===== src/rtl/pong_serve_seq.sv =====
// Pong game-flow sequencer: attract mode, post-miss serve delay, serve strobe and scores.
// Optional PONG_COIN_RESTART_EN: a coin outside attract mode restarts the game.
module pong_serve_seq #(
    parameter int SERVE_DELAY_FRAMES = 60,
    parameter int WIN_SCORE          = 11
) (
    input  logic       clk,
    input  logic       reset,
    input  logic       vblank_tick,
    input  logic       coin,
    input  logic       miss_left,
    input  logic       miss_right,
    output logic       attract,
    output logic       ball_en,
    output logic       serve_n,
    output logic       serve_dir,
    output logic [3:0] score_l,
    output logic [3:0] score_r,
    output logic       game_over
);

    typedef enum logic [1:0] {ATTRACT, SERVE_WAIT, SERVE, PLAY} state_t;

    localparam logic [7:0] LAST_TICK = 8'(SERVE_DELAY_FRAMES - 1);
    localparam logic [3:0] WIN       = 4'(WIN_SCORE);

    state_t     state, state_nx;
    logic [7:0] cnt, cnt_nx;
    logic [3:0] sl_nx, sr_nx;
    logic       dir_nx, go_nx;
    logic       restart;

`ifdef PONG_COIN_RESTART_EN
    assign restart = coin;
`else
    assign restart = 1'b0;
`endif

    always_comb begin
        state_nx = state;
        cnt_nx   = cnt;
        sl_nx    = score_l;
        sr_nx    = score_r;
        dir_nx   = serve_dir;
        go_nx    = 1'b0;
        case (state)
            ATTRACT: begin
                if (coin) begin
                    state_nx = SERVE_WAIT;
                    cnt_nx   = '0;
                    sl_nx    = '0;
                    sr_nx    = '0;
                    dir_nx   = 1'b0;
                end
            end
            SERVE_WAIT: begin
                if (restart) begin
                    state_nx = SERVE_WAIT;
                    cnt_nx   = '0;
                    sl_nx    = '0;
                    sr_nx    = '0;
                    dir_nx   = 1'b0;
                end else if (vblank_tick) begin
                    if (cnt == LAST_TICK) begin
                        state_nx = SERVE;
                        cnt_nx   = '0;
                    end else begin
                        cnt_nx = cnt + 8'd1;
                    end
                end
            end
            SERVE: begin
                if (restart) begin
                    state_nx = SERVE_WAIT;
                    cnt_nx   = '0;
                    sl_nx    = '0;
                    sr_nx    = '0;
                    dir_nx   = 1'b0;
                end else begin
                    state_nx = PLAY;
                end
            end
            PLAY: begin
                if (restart) begin
                    state_nx = SERVE_WAIT;
                    cnt_nx   = '0;
                    sl_nx    = '0;
                    sr_nx    = '0;
                    dir_nx   = 1'b0;
                end else if (miss_left || miss_right) begin
                    // left miss wins a tie; the right miss is simply dropped
                    if (miss_left) begin
                        sr_nx  = score_r + 4'd1;
                        dir_nx = 1'b0;
                    end else begin
                        sl_nx  = score_l + 4'd1;
                        dir_nx = 1'b1;
                    end
                    if (sl_nx == WIN || sr_nx == WIN) begin
                        state_nx = ATTRACT;
                        go_nx    = 1'b1;
                    end else begin
                        state_nx = SERVE_WAIT;
                        cnt_nx   = '0;
                    end
                end
            end
            default: state_nx = ATTRACT;
        endcase
    end

    // Moore outputs are registered from the next state so they line up with it
    always_ff @(posedge clk or posedge reset) begin
        if (reset) begin
            state     <= ATTRACT;
            cnt       <= '0;
            score_l   <= '0;
            score_r   <= '0;
            serve_dir <= 1'b0;
            game_over <= 1'b0;
            attract   <= 1'b1;
            ball_en   <= 1'b1;
            serve_n   <= 1'b1;
        end else begin
            state     <= state_nx;
            cnt       <= cnt_nx;
            score_l   <= sl_nx;
            score_r   <= sr_nx;
            serve_dir <= dir_nx;
            game_over <= go_nx;
            attract   <= (state_nx == ATTRACT);
            ball_en   <= (state_nx != SERVE_WAIT);
            serve_n   <= (state_nx != SERVE);
        end
    end

endmodule


===== config.mk =====
export PLATFORM = sky130hd
export DESIGN_NAME = pong_serve_seq
export DESIGN_NICKNAME = d
export VERILOG_FILES = /design/src/rtl/pong_serve_seq.sv
export SDC_FILE = /design/constraint.sdc
export NUM_CORES = 1
export LEC_CHECK = 0
export CORE_AREA = 5 5 59 61
export CTS_BUF_LIST = sky130_fd_sc_hd__clkbuf_4 sky130_fd_sc_hd__clkbuf_8 sky130_fd_sc_hd__clkbuf_16
export CTS_CLUSTER_SIZE = 40
export DETAILED_ROUTE_END_ITERATION = 8
export DIE_AREA = 0 0 64 66
export PLACE_DENSITY = 0.75
export SYNTH_ARGS = -nofsm -noshare
export SYNTH_HDL_FRONTEND = slang
export SYNTH_SLANG_ARGS = --single-unit

===== constraint.sdc =====
create_clock -name clk -period 2.95 [get_ports clk]
set_input_delay 0.885 -clock clk [delete_from_list [all_inputs] [get_ports clk]]
set_output_delay 0.885 -clock clk [all_outputs]
set_load 0.01 [all_outputs]

==> impl_metrics.env, run 1 <==
export IMPL_powerDensity_nw_per_um2=797
export IMPL_layout_commonest_cell="dfrtp_1"
export IMPL_min_path_type="register to register"
export IMPL_grt_start_max_net_pins=24
export IMPL_final_cell_mix="20 x dfrtp_1, 18 x clkdlybuf4s50_1, 13 x nand2_1"
export IMPL_avgSynthCellArea_um2=9.48
export IMPL_drc=0
export IMPL_cts_resized=0
export IMPL_hold_viol_final=0
export IMPL_io_pins=19
export IMPL_avgRoutedWirePerCell_um=14.9
export IMPL_cts_tree="yes"
export IMPL_arrival_ns=2.85
export IMPL_setup_ws_ns=0.347
export IMPL_clk_latency_ns=0.31
export IMPL_rows=20
export IMPL_yosysWarningCount=0
export IMPL_ys_seq_area_frac=0.394
export IMPL_numPortBuffers=18
export IMPL_syn_num_nets=169
export IMPL_period_minus_slack_ns=2.60
export IMPL_synth_top_area_share=0.340
export IMPL_period_share=0.882
export IMPL_ys_types=50
export IMPL_worstPathRequired_ns=3.20
export IMPL_crit_type="primary input to register"
export IMPL_cts_made_buffers=3
export IMPL_hp_start="serve_dir"
export IMPL_r2r_start="cnt[0]"
export IMPL_worst_hold_path_endpoint="serve_dir"
export IMPL_final_max_slew_viol_count=0
export IMPL_vias=1242
export IMPL_tns_ns=0
export IMPL_setup_viol=0
export IMPL_place_gp_congestion=0.929
export IMPL_tightest_slew_ns=0.755
export IMPL_clk_pin_slew_ns=0.12
export IMPL_dpl_hpwl_um=2470
export IMPL_worstPathMaxFanout=17
export IMPL_p_leak_nw=0.745
export IMPL_hold_depth=1
export IMPL_first_pass_iters=4
export IMPL_synthFlopType="dfrtp_1"
export IMPL_detail_route_antenna_nets=0
export IMPL_cap_viol_max_count=0
export IMPL_yosys_area_top_type="dfrtp_1"
export IMPL_grt_pass1_wl_um=5660
export IMPL_dp_slack_ns=0.0323
export IMPL_seq_area_um2=579
export IMPL_fp_coreArea_um2=2930
export IMPL_nFillCells=260
export IMPL_grt_use_total=0.164
export IMPL_nNetsFinal=197
export IMPL_maxSlewHeadroom=0.494
export IMPL_die_h_um=66
export IMPL_holdWs_ns=0.506
export IMPL_die_area_um2=4220
export IMPL_synth_seq_cells=23
export IMPL_finClkSkew_ns=0.00642
export IMPL_rsz0062_at_grt="false"
export IMPL_peakVddDrop_uv=457
export IMPL_drive_gt1_frac=0.143
export IMPL_synthArstFlopShare=1.00
export IMPL_drtIter0Drc=64
export IMPL_die_w_um=64
export IMPL_avgViaCountPerCell=5.78
export IMPL_holdBufCountCts=0
export IMPL_start_kind="primary input"
export IMPL_clock_sinks=23
export IMPL_synth_cells=155
export IMPL_grt_pass1_vias=1244
export IMPL_ctsHtreeMaxLevel=1
export IMPL_worstRegToRegCells=6
export IMPL_worstSetupEndpointType="register"
export IMPL_routed_wl_um=3210
export IMPL_ys_top_cells_by_area="dfrtp_1 34%, ha_1 6.8%, dfstp_2 5.4%"
export IMPL_antenna_found_initial=0
export IMPL_max_freq_ghz=0.384
export IMPL_start_util=0.502
export IMPL_grt_ovfl_total=0
export IMPL_syn_area_um2=1470
export IMPL_clockRootBuffer="clkbuf_4"
export IMPL_postCtsSetupBuffers=0
export IMPL_r2r_slack_ns=0.57
export IMPL_multi_input_area_um2=833
export IMPL_antenna_cells=0
export IMPL_status="complete, no violations"
export IMPL_rr_endpoint="cnt[7]"
export IMPL_cts_buffer_depth=2
export IMPL_area_growth_pct=20.7
export IMPL_synth_edf_count=0
-- cells in the mapped netlist (3+ instances only) --
library cell	instances
a21oi_1	5
dfstp_2	3
ha_1	8
a22o_1	3
nor2b_1	7
dfrtp_1	20
nand3_1	5
a31oi_1	5
nor3_1	3
o21ai_0	3
o21ai_1	8
nor2_1	9
clkbuf_1	4
nand2_1	13
inv_1	10
nor4_1	3
-- metal layers --
metal,vias up,track usage,share of wire
met5,-,0,0
met4,0,0.0545,0.014
met3,6,0.0238,0.040
met2,20,0.285,0.49
met1,598,0.208,0.45
li1,618,-,-
-- cells by family (layout without fill, tap and decap cells) --
logic type / Yosys count / in the layout / share of synthesized area
compound gates: 42 / 42 / 0.215
xor+xnor: 4 / 4 / 0.0238
fa+ha+maj: 8 / 8 / 0.0681
buf+inv: 15 / 42 / 0.0391
flops: 23 / 23 / 0.394
mux: 3 / 3 / 0.0230
simple gates: 60 / 60 / 0.237
-- flip-flops by register name, indices dropped and copies added (netlist names) --
| signal | count |
|---|---|
| ball_en | 1 |
| attract | 1 |
| game_over | 1 |
| state | 2 |
| score_l | 4 |
| serve_dir | 1 |
| cnt | 8 |
| score_r | 4 |
| serve_n | 1 |
-- worst max-delay path, cell delays in order --
cell and delay, ns:
clkdlybuf4s50_1 0.45, buf_4 0.21, nor3b_4 0.07, or3_4 0.40, or4_1 0.54, a21oi_1 0.17, a2bb2oi_2 0.13
-- layout make-up --
type                            count  share of cell area
Multi-Input combinational cell    117               0.470
Sequential cell                    23               0.327
Timing Repair Buffer               28               0.144
Tap cell                           33              0.0233
Inverter                           10              0.0212
Clock buffer                        3              0.0127
Clock inverter                      1             0.00282
-- stage by stage --
stage                     cell area [um^2]   util  power, mW  instances
after floorplan                       1470      -       1.01        155
after global placement                1750  0.597       1.24        211
after detailed placement              1750  0.597       1.27        211
after CTS                             1770  0.606       1.42        215
after global routing                  1770  0.606       1.53        215
final                                 1770  0.606       1.41        215
-- where the power goes --
group / internal, mW / switching (mW) / total [mW]
logic: 0.356 / 0.441 / 0.797
registers: 0.401 / 0.0709 / 0.472
clock network: 0.0506 / 0.0945 / 0.145
total: 0.808 / 0.606 / 1.41
-- worst max path at each step --
stage | start | end | slack, ns
finish | miss_left | cnt[4] | 0.35
detailed placement | miss_left | cnt[4] | 0.03
global placement | miss_left | cnt[1] | 0.06
CTS | miss_left | cnt[4] | 0.36
global route | miss_left | cnt[3] | 0.25
floorplan | miss_left | cnt[0] | 0.51
Note: power is estimated with default switching activity, not from simulation.
==> inputs of run 2 (changes only) <==
--- a/config.mk
+++ b/config.mk
@@ -7,7 +7,6 @@
 export LEC_CHECK = 0
 export CORE_AREA = 5 5 59 61
 export CTS_BUF_LIST = sky130_fd_sc_hd__clkbuf_4 sky130_fd_sc_hd__clkbuf_8 sky130_fd_sc_hd__clkbuf_16
-export CTS_CLUSTER_SIZE = 40
 export DETAILED_ROUTE_END_ITERATION = 8
 export DIE_AREA = 0 0 64 66
 export PLACE_DENSITY = 0.75
==> results of run 2 <==
No change in the layout: final DEF, timing and power equal those of run 1.
==> inputs of run 3 (changes only) <==
--- a/config.mk
+++ b/config.mk
@@ -7,6 +7,7 @@
 export LEC_CHECK = 0
 export CORE_AREA = 5 5 59 61
 export CTS_BUF_LIST = sky130_fd_sc_hd__clkbuf_4 sky130_fd_sc_hd__clkbuf_8 sky130_fd_sc_hd__clkbuf_16
+export CTS_CLUSTER_SIZE = 40
 export DETAILED_ROUTE_END_ITERATION = 8
 export DIE_AREA = 0 0 64 66
 export PLACE_DENSITY = 0.75
==> results of run 3 <==
No change in the layout: final DEF, timing and power equal those of run 1.
